File: src/rtl/mem_port_arbiter_if.sv
// Bus bundle between the two requesters, the arbiter and MEMORY.
// Lock inputs exist only when MEM_ARB_LOCK_EN is defined.
interface mem_port_arbiter_if #(
    parameter int WIDTH = 32
);
    logic             req0_i;
    logic             we0_i;
    logic [WIDTH-1:0] addr0_i;
    logic [WIDTH-1:0] wdata0_i;
    logic             gnt0_o;
    logic             rvalid0_o;
    logic [WIDTH-1:0] rdata0_o;

    logic             req1_i;
    logic             we1_i;
    logic [WIDTH-1:0] addr1_i;
    logic [WIDTH-1:0] wdata1_i;
    logic             gnt1_o;
    logic             rvalid1_o;
    logic [WIDTH-1:0] rdata1_o;

`ifdef MEM_ARB_LOCK_EN
    logic             lock0_i;
    logic             lock1_i;
`endif

    logic             memread_o;
    logic             memwrite_o;
    logic [WIDTH-1:0] memaddr_o;
    logic [WIDTH-1:0] memwdata_o;
    logic [WIDTH-1:0] memrdata_i;

    // Arbiter side
    modport slave (
`ifdef MEM_ARB_LOCK_EN
        input  lock0_i, lock1_i,
`endif
        input  req0_i, we0_i, addr0_i, wdata0_i,
        input  req1_i, we1_i, addr1_i, wdata1_i,
        input  memrdata_i,
        output gnt0_o, rvalid0_o, rdata0_o,
        output gnt1_o, rvalid1_o, rdata1_o,
        output memread_o, memwrite_o, memaddr_o, memwdata_o
    );

    // Requester / memory side
    modport master (
`ifdef MEM_ARB_LOCK_EN
        output lock0_i, lock1_i,
`endif
        output req0_i, we0_i, addr0_i, wdata0_i,
        output req1_i, we1_i, addr1_i, wdata1_i,
        output memrdata_i,
        input  gnt0_o, rvalid0_o, rdata0_o,
        input  gnt1_o, rvalid1_o, rdata1_o,
        input  memread_o, memwrite_o, memaddr_o, memwdata_o
    );
endinterface

File: src/rtl/mem_port_arbiter.sv
// Two-port round-robin arbiter for the single MEMORY port, one access per cycle,
// read data returned to the issuer one cycle later. MEM_ARB_LOCK_EN adds grant locking.
module mem_port_arbiter #(
    parameter int WIDTH    = 32,
    parameter int MAX_HOLD = 8
) (
    input  logic                clk,
    input  logic                rst,
    mem_port_arbiter_if.slave   bus
);
    logic [1:0]       req_vec;
    logic [1:0]       we_vec;
    logic [WIDTH-1:0] addr_arr  [2];
    logic [WIDTH-1:0] wdata_arr [2];
    logic [1:0]       gnt_vec;
    logic [1:0]       rvalid_vec;
    logic [WIDTH-1:0] rdata_arr [2];

    logic last_grant_reg, last_grant_next;
    logic rd_pend_reg,    rd_pend_next;
    logic rd_owner_reg,   rd_owner_next;

    logic rr_port;
    logic gnt_valid;
    logic gnt_port;
    logic issue;

    assign req_vec      = {bus.req1_i, bus.req0_i};
    assign we_vec       = {bus.we1_i,  bus.we0_i};
    assign addr_arr[0]  = bus.addr0_i;
    assign addr_arr[1]  = bus.addr1_i;
    assign wdata_arr[0] = bus.wdata0_i;
    assign wdata_arr[1] = bus.wdata1_i;

    always_comb begin
        rr_port = 1'b0;
        case (req_vec)
            2'b01:   rr_port = 1'b0;
            2'b10:   rr_port = 1'b1;
            2'b11:   rr_port = ~last_grant_reg;
            default: rr_port = 1'b0;
        endcase
    end

`ifdef MEM_ARB_LOCK_EN
    localparam logic [7:0] HOLD_MAX = 8'(MAX_HOLD);

    logic [1:0] lock_vec;
    logic       locked_reg,     locked_next;
    logic       lock_owner_reg, lock_owner_next;
    logic [7:0] hold_cnt_reg,   hold_cnt_next;
    logic       lock_hold;
    logic       force_rel;

    assign lock_vec = {bus.lock1_i, bus.lock0_i};

    always_comb begin
        lock_hold       = locked_reg && req_vec[lock_owner_reg] && lock_vec[lock_owner_reg];
        // Once the hold budget is spent, a waiting peer takes the next slot.
        force_rel       = lock_hold && (hold_cnt_reg >= HOLD_MAX) && req_vec[~lock_owner_reg];
        gnt_valid       = |req_vec;
        gnt_port        = rr_port;
        locked_next     = 1'b0;
        lock_owner_next = lock_owner_reg;
        hold_cnt_next   = 8'd0;
        if (force_rel) begin
            gnt_port = ~lock_owner_reg;
        end else if (lock_hold) begin
            gnt_port = lock_owner_reg;
        end
        if (gnt_valid && !force_rel && lock_vec[gnt_port]) begin
            locked_next     = 1'b1;
            lock_owner_next = gnt_port;
            if (!lock_hold) begin
                hold_cnt_next = 8'd1;
            end else if (hold_cnt_reg < HOLD_MAX) begin
                hold_cnt_next = hold_cnt_reg + 8'd1;
            end else begin
                hold_cnt_next = hold_cnt_reg;
            end
        end
    end

    always_ff @(posedge clk or negedge rst) begin
        if (!rst) begin
            locked_reg     <= 1'b0;
            lock_owner_reg <= 1'b0;
            hold_cnt_reg   <= 8'd0;
        end else begin
            locked_reg     <= locked_next;
            lock_owner_reg <= lock_owner_next;
            hold_cnt_reg   <= hold_cnt_next;
        end
    end
`else
    always_comb begin
        gnt_valid = |req_vec;
        gnt_port  = rr_port;
    end
`endif

    // Outputs are forced low combinationally while reset is held.
    assign issue = rst && gnt_valid;

    assign bus.memread_o  = issue && !we_vec[gnt_port];
    assign bus.memwrite_o = issue &&  we_vec[gnt_port];
    assign bus.memaddr_o  = issue ? addr_arr[gnt_port]  : '0;
    assign bus.memwdata_o = issue ? wdata_arr[gnt_port] : '0;

    always_comb begin
        last_grant_next = last_grant_reg;
        rd_owner_next   = rd_owner_reg;
        rd_pend_next    = 1'b0;
        if (gnt_valid) begin
            last_grant_next = gnt_port;
            rd_owner_next   = gnt_port;
            rd_pend_next    = !we_vec[gnt_port];
        end
    end

    always_ff @(posedge clk or negedge rst) begin
        if (!rst) begin
            last_grant_reg <= 1'b1;
            rd_pend_reg    <= 1'b0;
            rd_owner_reg   <= 1'b0;
        end else begin
            last_grant_reg <= last_grant_next;
            rd_pend_reg    <= rd_pend_next;
            rd_owner_reg   <= rd_owner_next;
        end
    end

    generate
        for (genvar gi = 0; gi < 2; gi++) begin : g_port
            assign gnt_vec[gi]    = issue && (gnt_port == 1'(gi));
            assign rvalid_vec[gi] = rst && rd_pend_reg && (rd_owner_reg == 1'(gi));
            assign rdata_arr[gi]  = rvalid_vec[gi] ? bus.memrdata_i : '0;
        end
    endgenerate

    assign bus.gnt0_o    = gnt_vec[0];
    assign bus.gnt1_o    = gnt_vec[1];
    assign bus.rvalid0_o = rvalid_vec[0];
    assign bus.rvalid1_o = rvalid_vec[1];
    assign bus.rdata0_o  = rdata_arr[0];
    assign bus.rdata1_o  = rdata_arr[1];
endmodule

File: src/flat_wrapper.sv
// flat-port wrapper written by rule: the top's interface ports become plain ports
module mem_port_arbiter_flat 
#(
    parameter int WIDTH    = 32,
    parameter int MAX_HOLD = 8
)
  (clk, rst, bus_req0_i, bus_we0_i, bus_addr0_i, bus_wdata0_i, bus_req1_i, bus_we1_i, bus_addr1_i, bus_wdata1_i, bus_memrdata_i, bus_gnt0_o, bus_rvalid0_o, bus_rdata0_o, bus_gnt1_o, bus_rvalid1_o, bus_rdata1_o, bus_memread_o, bus_memwrite_o, bus_memaddr_o, bus_memwdata_o);
  mem_port_arbiter_if #(.WIDTH(WIDTH)) bus_i ();
  input  logic clk;
  input  logic rst;
  input wire logic [$bits(bus_i.req0_i)-1:0] bus_req0_i;
  input wire logic [$bits(bus_i.we0_i)-1:0] bus_we0_i;
  input wire logic [$bits(bus_i.addr0_i)-1:0] bus_addr0_i;
  input wire logic [$bits(bus_i.wdata0_i)-1:0] bus_wdata0_i;
  input wire logic [$bits(bus_i.req1_i)-1:0] bus_req1_i;
  input wire logic [$bits(bus_i.we1_i)-1:0] bus_we1_i;
  input wire logic [$bits(bus_i.addr1_i)-1:0] bus_addr1_i;
  input wire logic [$bits(bus_i.wdata1_i)-1:0] bus_wdata1_i;
  input wire logic [$bits(bus_i.memrdata_i)-1:0] bus_memrdata_i;
  output wire logic [$bits(bus_i.gnt0_o)-1:0] bus_gnt0_o;
  output wire logic [$bits(bus_i.rvalid0_o)-1:0] bus_rvalid0_o;
  output wire logic [$bits(bus_i.rdata0_o)-1:0] bus_rdata0_o;
  output wire logic [$bits(bus_i.gnt1_o)-1:0] bus_gnt1_o;
  output wire logic [$bits(bus_i.rvalid1_o)-1:0] bus_rvalid1_o;
  output wire logic [$bits(bus_i.rdata1_o)-1:0] bus_rdata1_o;
  output wire logic [$bits(bus_i.memread_o)-1:0] bus_memread_o;
  output wire logic [$bits(bus_i.memwrite_o)-1:0] bus_memwrite_o;
  output wire logic [$bits(bus_i.memaddr_o)-1:0] bus_memaddr_o;
  output wire logic [$bits(bus_i.memwdata_o)-1:0] bus_memwdata_o;
  assign bus_i.req0_i = bus_req0_i;
  assign bus_i.we0_i = bus_we0_i;
  assign bus_i.addr0_i = bus_addr0_i;
  assign bus_i.wdata0_i = bus_wdata0_i;
  assign bus_i.req1_i = bus_req1_i;
  assign bus_i.we1_i = bus_we1_i;
  assign bus_i.addr1_i = bus_addr1_i;
  assign bus_i.wdata1_i = bus_wdata1_i;
  assign bus_i.memrdata_i = bus_memrdata_i;
  assign bus_gnt0_o = bus_i.gnt0_o;
  assign bus_rvalid0_o = bus_i.rvalid0_o;
  assign bus_rdata0_o = bus_i.rdata0_o;
  assign bus_gnt1_o = bus_i.gnt1_o;
  assign bus_rvalid1_o = bus_i.rvalid1_o;
  assign bus_rdata1_o = bus_i.rdata1_o;
  assign bus_memread_o = bus_i.memread_o;
  assign bus_memwrite_o = bus_i.memwrite_o;
  assign bus_memaddr_o = bus_i.memaddr_o;
  assign bus_memwdata_o = bus_i.memwdata_o;
  mem_port_arbiter #(.WIDTH(WIDTH), .MAX_HOLD(MAX_HOLD)) u_core (.clk(clk), .rst(rst), .bus(bus_i));
endmodule
File: config.mk
export PLATFORM = sky130hd
export DESIGN_NAME = mem_port_arbiter_flat
export DESIGN_NICKNAME = d
export VERILOG_FILES = /design/src/rtl/mem_port_arbiter_if.sv /design/src/rtl/mem_port_arbiter.sv /design/src/flat_wrapper.sv
export SDC_FILE = /design/constraint.sdc
export NUM_CORES = 1
export LEC_CHECK = 0
export CORE_AREA = 8 8 109 111
export DETAILED_ROUTE_END_ITERATION = 7
export DIE_AREA = 0 0 117 119
export PLACE_DENSITY = 0.67
export SLEW_MARGIN = 40
export SYNTH_ARGS = -nofsm -noshare
export SYNTH_HDL_FRONTEND = slang
export SYNTH_SLANG_ARGS = --single-unit
export TNS_END_PERCENT = 50
File: constraint.sdc
create_clock -name clk -period 1.6 [get_ports clk]
set_input_delay 0.16 -clock clk [delete_from_list [all_inputs] [get_ports clk]]
set_output_delay 0.16 -clock clk [all_outputs]
set_load 0.01 [all_outputs]
* Word level (Yosys, flattened, before mapping)
Index checks and enable logic that the tools add are counted.
** Word-level totals
- Register bits :: 3
- Bits of input ports :: 166
- Output and inout port bits :: 134
- Word-level logic and storage cells :: 35
** Cells by class
- $lt $le $gt $ge :: 2
- Equality and inequality tests :: 2
- Muxes and demuxes :: 14
- Bitwise gates (word level) :: 4
- Reductions and logical operators :: 10
** Operator list (number)
- $mux W32 :: 10
- $logic_and A1 B1 Y1 :: 8
- $eq A2 B2 Y1 const B :: 2
- $mux W1 :: 3
- $not A1 Y1 :: 3
- $ge A2 B2 Y1 const B :: 1
- $lt A1 B2 Y1 const B :: 1
- $not A1 Y2 :: 1
- $pmux W1 S2 :: 1
- $reduce_or A2 Y1 :: 1
- $logic_not A1 Y1 :: 1

* Depth between registers and ports, before layout
- Word-level depth :: 7
- Depth in mapped cells :: 5
- Depth with buffers taken out :: 3

* Least setup slack after synthesis
Ideal clock, no wire load.
- Kind :: flip-flop to output port
- From :: register u_core.last_grant_reg
- To :: output bus_memaddr_o[0]
- Arrival :: 1.254 ns
- Data required time :: 1.440 ns
- Setup slack :: 0.186 ns
- Stages on the path, launching flop included :: 6
- Buffers on the path :: 2
- Path through :: dfstp_2 > nand2b_1 > nand2_1 > buf_6 > buf_4 > o22ai_1
** On the way
- Cells in the longest elaborated chain, start to end :: 7
** Ends and longest elaborated chain
- start: declaration :: RTL line mem_port_arbiter.sv:19 : logic last_grant_reg, last_grant_next;
- start signal: assignment :: RTL line mem_port_arbiter.sv:127 : last_grant_reg <= last_grant_next;
- $not A1 Y1 :: RTL line mem_port_arbiter.sv:40 : 2'b11: rr_port = ~last_grant_reg;
- $pmux W1 S2 :: RTL line mem_port_arbiter.sv:37 : case (req_vec)
- $not A1 Y2 (implied by the code) :: RTL line mem_port_arbiter.sv:107 : assign bus.memaddr_o = issue ? addr_arr[gnt_port] : '0;
- $mux W32 (implied by the code) (3 in series) :: RTL line mem_port_arbiter.sv:107
- $mux W32 :: RTL line mem_port_arbiter.sv:107
- end: declaration :: RTL line flat_wrapper.sv:28 : output wire logic [$bits(bus_i.memaddr_o)-1:0] bus_memaddr_o;
No other way between the ends. The select of a mux whose other input is x is not followed.

* Final worst setup path
- From :: register u_core.last_grant_reg
- To :: output bus_memaddr_o[27]
The elaborated chain is that of the path after synthesis.

==> metrics.log <==
INFO  metric number_of_detailed_routing_iterations_run_before_antenna_repair = 4
INFO  metric buffer_ports.inserted = 299
INFO  metric ys_seq_elements = 3
INFO  metric synth_cell_types = 19
INFO  metric total_power = between 1500 and 2000 µW
INFO  metric yosys.area_share.adder = 0%
INFO  metric synthToLayoutAreaGrowth = 198%
INFO  metric setup-violations-final = 67
INFO  metric fp.dieW = 117 µm
INFO  metric maximum_number_of_pins_on_one_net_before_global_route_repair = 51
INFO  metric cell_area_after_synthesis = about 1600 µm²
INFO  metric post_cts_hold_fix_bufs = 0
INFO  metric nets = slightly above 800
INFO  metric starting_density = 16.2%
INFO  metric die_area = 13900 µm²
INFO  metric die_h = 119 µm
INFO  metric fin_worst_hold_slack = 0.00447 ns
INFO  metric critical_path.startpoint_type = flip-flop
INFO  metric yosys_most_used_dff = sky130_fd_sc_hd__dfrtp_1
INFO  metric synthesis.instances = 351
INFO  metric clock_root_cell = sky130_fd_sc_hd__clkbuf_8
INFO  metric area_share_of_xor_xnor_cells_in_the_synthesized_design = 0%
INFO  metric post-route-min-period = approximately 1.7 ns
INFO  metric clk-insertion-delay-late = between 0.2 and 0.25 ns
INFO  metric gp_congestion = about 0.85
INFO  metric max_freq = 583 MHz
INFO  metric global_route.overflow_total = 0
INFO  metric worstMarginPinSlew = 0.324 ns
INFO  metric drv.max_cap_violation_count = 0
INFO  metric multi_input_area = 1530 µm²
INFO  metric biggest_area_contributors_in_the_synthesized_netlist = sky130_fd_sc_hd__nand2_1 (38%), sky130_fd_sc_hd__o22ai_1 (24%), sky130_fd_sc_hd__nor2_1 (16%)
INFO  metric routed-via-count = 3576
INFO  metric violations = negative setup slack
INFO  metric ys_seq_area_share = 4.67%
INFO  metric detailedRoute.firstIterationViolations = 183
INFO  metric max-vdd-ir-drop = 178 µV
INFO  metric post_route_cells_drive_above_1_share = 20.5%
INFO  metric leakage = about 0.0024 µW
INFO  metric synth-edff-count = 0
INFO  metric clockBufferDepth = 2
INFO  metric max_slew_margin = 78.4%
INFO  metric timing.critical_path.arrival = 1.55 ns
INFO  metric grt_antenna_before_repair = 0
INFO  metric route.detailed.wl_per_inst = 17.6 µm
INFO  metric setup_ws = -0.115 ns
INFO  metric number_of_warnings_reported_in_the_yosys_synthesis_log = 0
INFO  metric post-dp-hpwl = approximately 11 mm
INFO  metric syn_nets = 517
INFO  metric totalWireLength = 13.8 mm
INFO  metric grtUsageTotal = roughly 18%
INFO  metric synthTopCellsByCount = sky130_fd_sc_hd__nand2_1 (165), sky130_fd_sc_hd__nor2_1 (69), sky130_fd_sc_hd__o22ai_1 (63)
INFO  metric postSynthAreaPerCell = 4.66 µm²
INFO  metric area.sequential = 76.3 µm²
INFO  metric cts_num_sinks = 3
INFO  metric grt_pass1_vias = 3632
INFO  metric critPathKind = reg -> out
INFO  metric pin_count = 300
INFO  metric count_of_final_max_slew_check_failures = 0
INFO  metric synth_compound_area_share = a little over a quarter
INFO  metric numCtsBuffers = 3
INFO  metric grt_pass1_wl = ~19 mm
INFO  metric synth.most_common_cell = sky130_fd_sc_hd__nand2_1
INFO  metric fin_worst_skew = 0.00142 ns
INFO  metric placement_rows = 37
INFO  metric critPathMaxFanout = 21
INFO  metric rsz0062_at_grt = true
INFO  metric synthMuxAreaShare = 0%
INFO  metric main_combinational_cell_family_by_area_after_synthesis = simple AND/OR/NAND/NOR gates
INFO  metric post-route-period-util = 107%
INFO  metric route.antenna.remaining_nets = 0
INFO  metric floorplan.core_area = 10100 µm²
INFO  metric clkTransAtPathRegs = roughly 0.03 ns
INFO  metric synth_top_cell_area_share = 37.9%
INFO  metric async_reset_ff_share = 100%
INFO  metric power_density = ~370 nW/µm²
INFO  metric worstSetupEndpointType = primary output
INFO  metric outcome = complete, but fails checks
INFO  metric drt-vias-per-instance = about 4.6
INFO  metric post-route-drc-count = 0
INFO  metric antenna_cells_inserted = 0
INFO  metric clock_tree_from_tritoncts = done
INFO  metric ctsHtreeMaxLevel = 1
INFO  metric synthSimpleGateAreaFrac = 54.9%
INFO  metric fillCellCount = 1075
INFO  metric timing_hold_violations_final = 0
INFO  metric worstHoldPathType = in -> async
INFO  metric cell_taking_the_most_area_after_synthesis = sky130_fd_sc_hd__nand2_1
INFO  metric worst_path_required = roughly 1.4 ns
-- cell usage in the layout (no fill, tap or decap), types with 4 or more instances in the layout --
master                            netlist  layout
sky130_fd_sc_hd__o22ai_2                2      23
sky130_fd_sc_hd__buf_6                  3       6
sky130_fd_sc_hd__nor2_1                69      68
sky130_fd_sc_hd__buf_16                 0       4
sky130_fd_sc_hd__buf_2                 11      67
sky130_fd_sc_hd__buf_12                 0       9
sky130_fd_sc_hd__dlygate4sd2_1          0      68
sky130_fd_sc_hd__buf_4                  5      11
sky130_fd_sc_hd__o22ai_1               63      42
sky130_fd_sc_hd__nand2_1              165     163
sky130_fd_sc_hd__clkdlybuf4s50_1        0     162
-- path summary, 6_finish.rpt --
path	from	to	slack [ns]	cells after the start
hold reg to reg	u_core.rd_owner_reg	u_core.rd_owner_reg	0.56	2
setup / recovery	u_core.last_grant_reg	bus_memaddr_o[27]	-0.11	5
max in group asynchronous	rst	u_core.last_grant_reg	1.36	2
setup reg to reg	u_core.last_grant_reg	u_core.rd_owner_reg	0.22	6
min in group clk	bus_req1_i	u_core.last_grant_reg	0.43	3
hold / removal	rst	u_core.rd_owner_reg	0.004	2
-- cells by family after synthesis --
family                 count (synthesis)
and+or+nand+nor                      237
DFF                                    3
buffers and inverters                 42
AOI/OAI and AO/OA                     69
-- power breakdown --
part	internal (µW)	switching, µW
sequential	88.6	6.84
combinational	822	664
clock	170	52.5
total	1080	724
-- layout make-up --
cell class / instances / share of cell area [%]
repair buffers: 329 / 62.4
multi-input cells: 306 / 31.4
well taps: 136 / 3.49
flip-flops and latches: 3 / 1.57
clock buffers: 4 / 0.924
inverters: 3 / 0.231
-- through the flow --
| stage | instance area [µm²] | setup WS [ns] | cells | TNS (ns) | util (%) |
|---|---|---|---|---|---|
| global route | 4880 | -0.182 | 781 | -10.22 | 48.3 |
| finish | 4880 | -0.115 | 781 | -5.89 | 48.3 |
| global placement | 4830 | -0.419 | 763 | -25.12 | 47.8 |
| detailed placement | 4830 | -0.453 | 763 | -25.30 | 47.8 |
| CTS | 4640 | -0.194 | 772 | -5.69 | 46.0 |
| floorplan | 1630 | 0.186 | 351 | 0 | - |
-- worst max-delay path, stage by stage, from the launching register on --
cell and delay [ns]:
sky130_fd_sc_hd__dfstp_2 0.53, sky130_fd_sc_hd__nand2b_4 0.16, sky130_fd_sc_hd__nand2_8 0.11, sky130_fd_sc_hd__buf_16 0.20, sky130_fd_sc_hd__o22ai_2 0.17, sky130_fd_sc_hd__buf_2 0.16
-- per-layer routing --
metal | GRT usage, % | share of wire [%] | up-vias
li1 | - | - | 1743
met1 | 16.3 | 34 | 1596
met2 | 34.1 | 53 | 215
met3 | 6.57 | 11 | 22
met4 | 4.80 | 2.0 | 0
met5 | 0 | 0 | -
-- timing repair --
item                                    4_1_cts  5_1_grt
hold endpoints to repair                      0        0
setup buffers                                 1        6
gates resized for setup                     351       27
gates cloned                                  4        3
endpoints found under the setup margin      134       68
pin swaps                                     2        4
Note: power is estimated with default switching activity, not from simulation.
==> patch, RTL diff (config.mk and constraints unchanged) <==
`WIDTH` is set to 32 in 3 places; all go to 40.
--- a/src/rtl/mem_port_arbiter_if.sv
+++ b/src/rtl/mem_port_arbiter_if.sv
@@ -3,3 +3,3 @@
 interface mem_port_arbiter_if #(
-    parameter int WIDTH = 32
+    parameter int WIDTH = 40
 );
--- a/src/rtl/mem_port_arbiter.sv
+++ b/src/rtl/mem_port_arbiter.sv
@@ -3,3 +3,3 @@
 module mem_port_arbiter #(
-    parameter int WIDTH    = 32,
+    parameter int WIDTH    = 40,
     parameter int MAX_HOLD = 8
--- a/src/flat_wrapper.sv
+++ b/src/flat_wrapper.sv
@@ -3,3 +3,3 @@
 #(
-    parameter int WIDTH    = 32,
+    parameter int WIDTH    = 40,
     parameter int MAX_HOLD = 8
Ports: changed (9 resized); port bits go from 300 to 372. No check against the original RTL was run, so the function may have changed too.
==> patch against the unedited design <==
The run still ends with setup timing left. Critical path depth stayed put. Clock power is 3% lower. Area after synthesis grew 20%. Total power up 30%. Maximum frequency fell by 5.5%. Setup slack lost 0.10 ns. Cell area up 30%. Sequential cell count is the same. Combinational power rose by 36%. Wire length grew 41%. Synthesized cell count rose by 23%. Core utilization up 15 points. First-iteration DRC count increased by 48%. Critical endpoint is now bus_memwdata_o[26]. Highest routed layer unchanged.
==> patch: results (changes against the unedited design) <==
Per-cell via count in the routed design: 4.75 (+3.8%). The mean instance size in the synthesized netlist was 4.54 µm² (-2.6%). The headroom to the max-slew limit is 71.9% (-6.5 points). The peak fanout along the critical path is 16 (-24%), and the final estimated routing congestion in global placement is 0.894 (+4.9%). The logs give 15400 µm (+43%) for the HPWL after detailed placement and 84 (+25%) for the final setup violation count. The post-detailed-route wirelength per cell was 20.5 µm (+16%). The logs give 3.90% (-0.78 points) for the proportion of synthesized chip area in sequential cells and 1015 (+25%) for the net count reported at finish. The run finished, with violations left.

The post-synthesis cell type count is 18 (-1), and the worst endpoint data arrival time is 1.66 ns (+0.11 ns). The routed wire length was 19400 µm (+41%); the minimum setup slack after placement was -0.495 ns (-0.0421 ns). The total of cells resized after clock tree synthesis is 428 (+22%), and the number of placed instances, taps included is 914 (+20%). The count of input and output buffers was 371 (+24%); the final clock skew was 0.00258 ns (+0.00116 ns).

The layout filler cell count came out at 973 (-9.5%). The number of setup buffers added after CTS is 8 (+7), and the total routing usage reported by global routing is 25.2% (+7.7 points). The final reports fail on setup timing.

The worst voltage drop across the vdd grid is 0.231 mV (+30%). The logs give 26800 µm (+38%) for the first-pass GRT wire length and 4353 (+20%) for the via count of the first global-routing pass. The number of antenna violations at the first check in global routing came out at 1 (+1). The cell area after placement is 5920 µm² (+23%), and the total area of multi-input combinational cells is 1960 µm² (+28%).

The tools report the minimum setup slack in the final design as -0.215 ns (-0.101 ns).
-- patch: changes by cell type in the layout (fill, tap and decap cells not counted), sizes merged --
cell | before | now
nand2 | 165 | 206
clkdlybuf4s50 | 162 | 202
buf | 97 | 125
clkdlybuf4s15 | 0 | 18
nor2 | 69 | 85
o22ai | 65 | 81
dlygate4sd2 | 68 | 56
clkbuf | 6 | 16
dlymetal6s2s | 0 | 4
bufbuf | 0 | 1
diode | 0 | 1
dlygate4sd3 | 0 | 1
-- patch: area by class of cell --
cell class / instances / share of cell area [%]
Sequential cell: 3 / 1.22
Multi-Input combinational cell: 379 / 30.9
Clock buffer: 4 / 0.710
Inverter: 3 / 0.178
Antenna cell: 1 / 0.0394
Timing Repair Buffer: 419 / 64.2
Tap cell: 136 / 2.68
-- patch: final timing paths --
path                       depth (start not counted)  slack, ns                           endpoint
setup / recovery                                   5      -0.22                 bus_memwdata_o[26]
hold / removal                                     1      0.004  u_core.last_grant_reg$_DFFE_PN1P_
setup reg to reg                                   5       0.36       u_core.rd_pend_reg$_DFF_PN0_
hold reg to reg                                    3       0.61  u_core.last_grant_reg$_DFFE_PN1P_
max in group asynchronous                          2       1.08    u_core.rd_owner_reg$_DFFE_PN0P_
min in group clk                                   3       0.40  u_core.last_grant_reg$_DFFE_PN1P_
-- patch: power breakdown --
part	internal, µW	switching [µW]
Sequential	89.1	8.37
Combinational	1150	881
Clock	170	47.1
-- patch: kinds of logic (layout without fill, tap and decap cells) --
logic type | Yosys count | in the layout
simple gates | 293 | 294
other cells | 0 | 1
flops | 3 | 3
buf+inv | 51 | 426
compound gates | 85 | 85
-- patch: routing by layer --
metal  vias up  GRT usage (%)  part of all wire, %
met1      2025           24.4                   34
met5         -              0                    0
li1       2180              -                    -
met2       256           48.5                   54
met3        29           7.73                  9.6
met4         0           8.25                  2.7
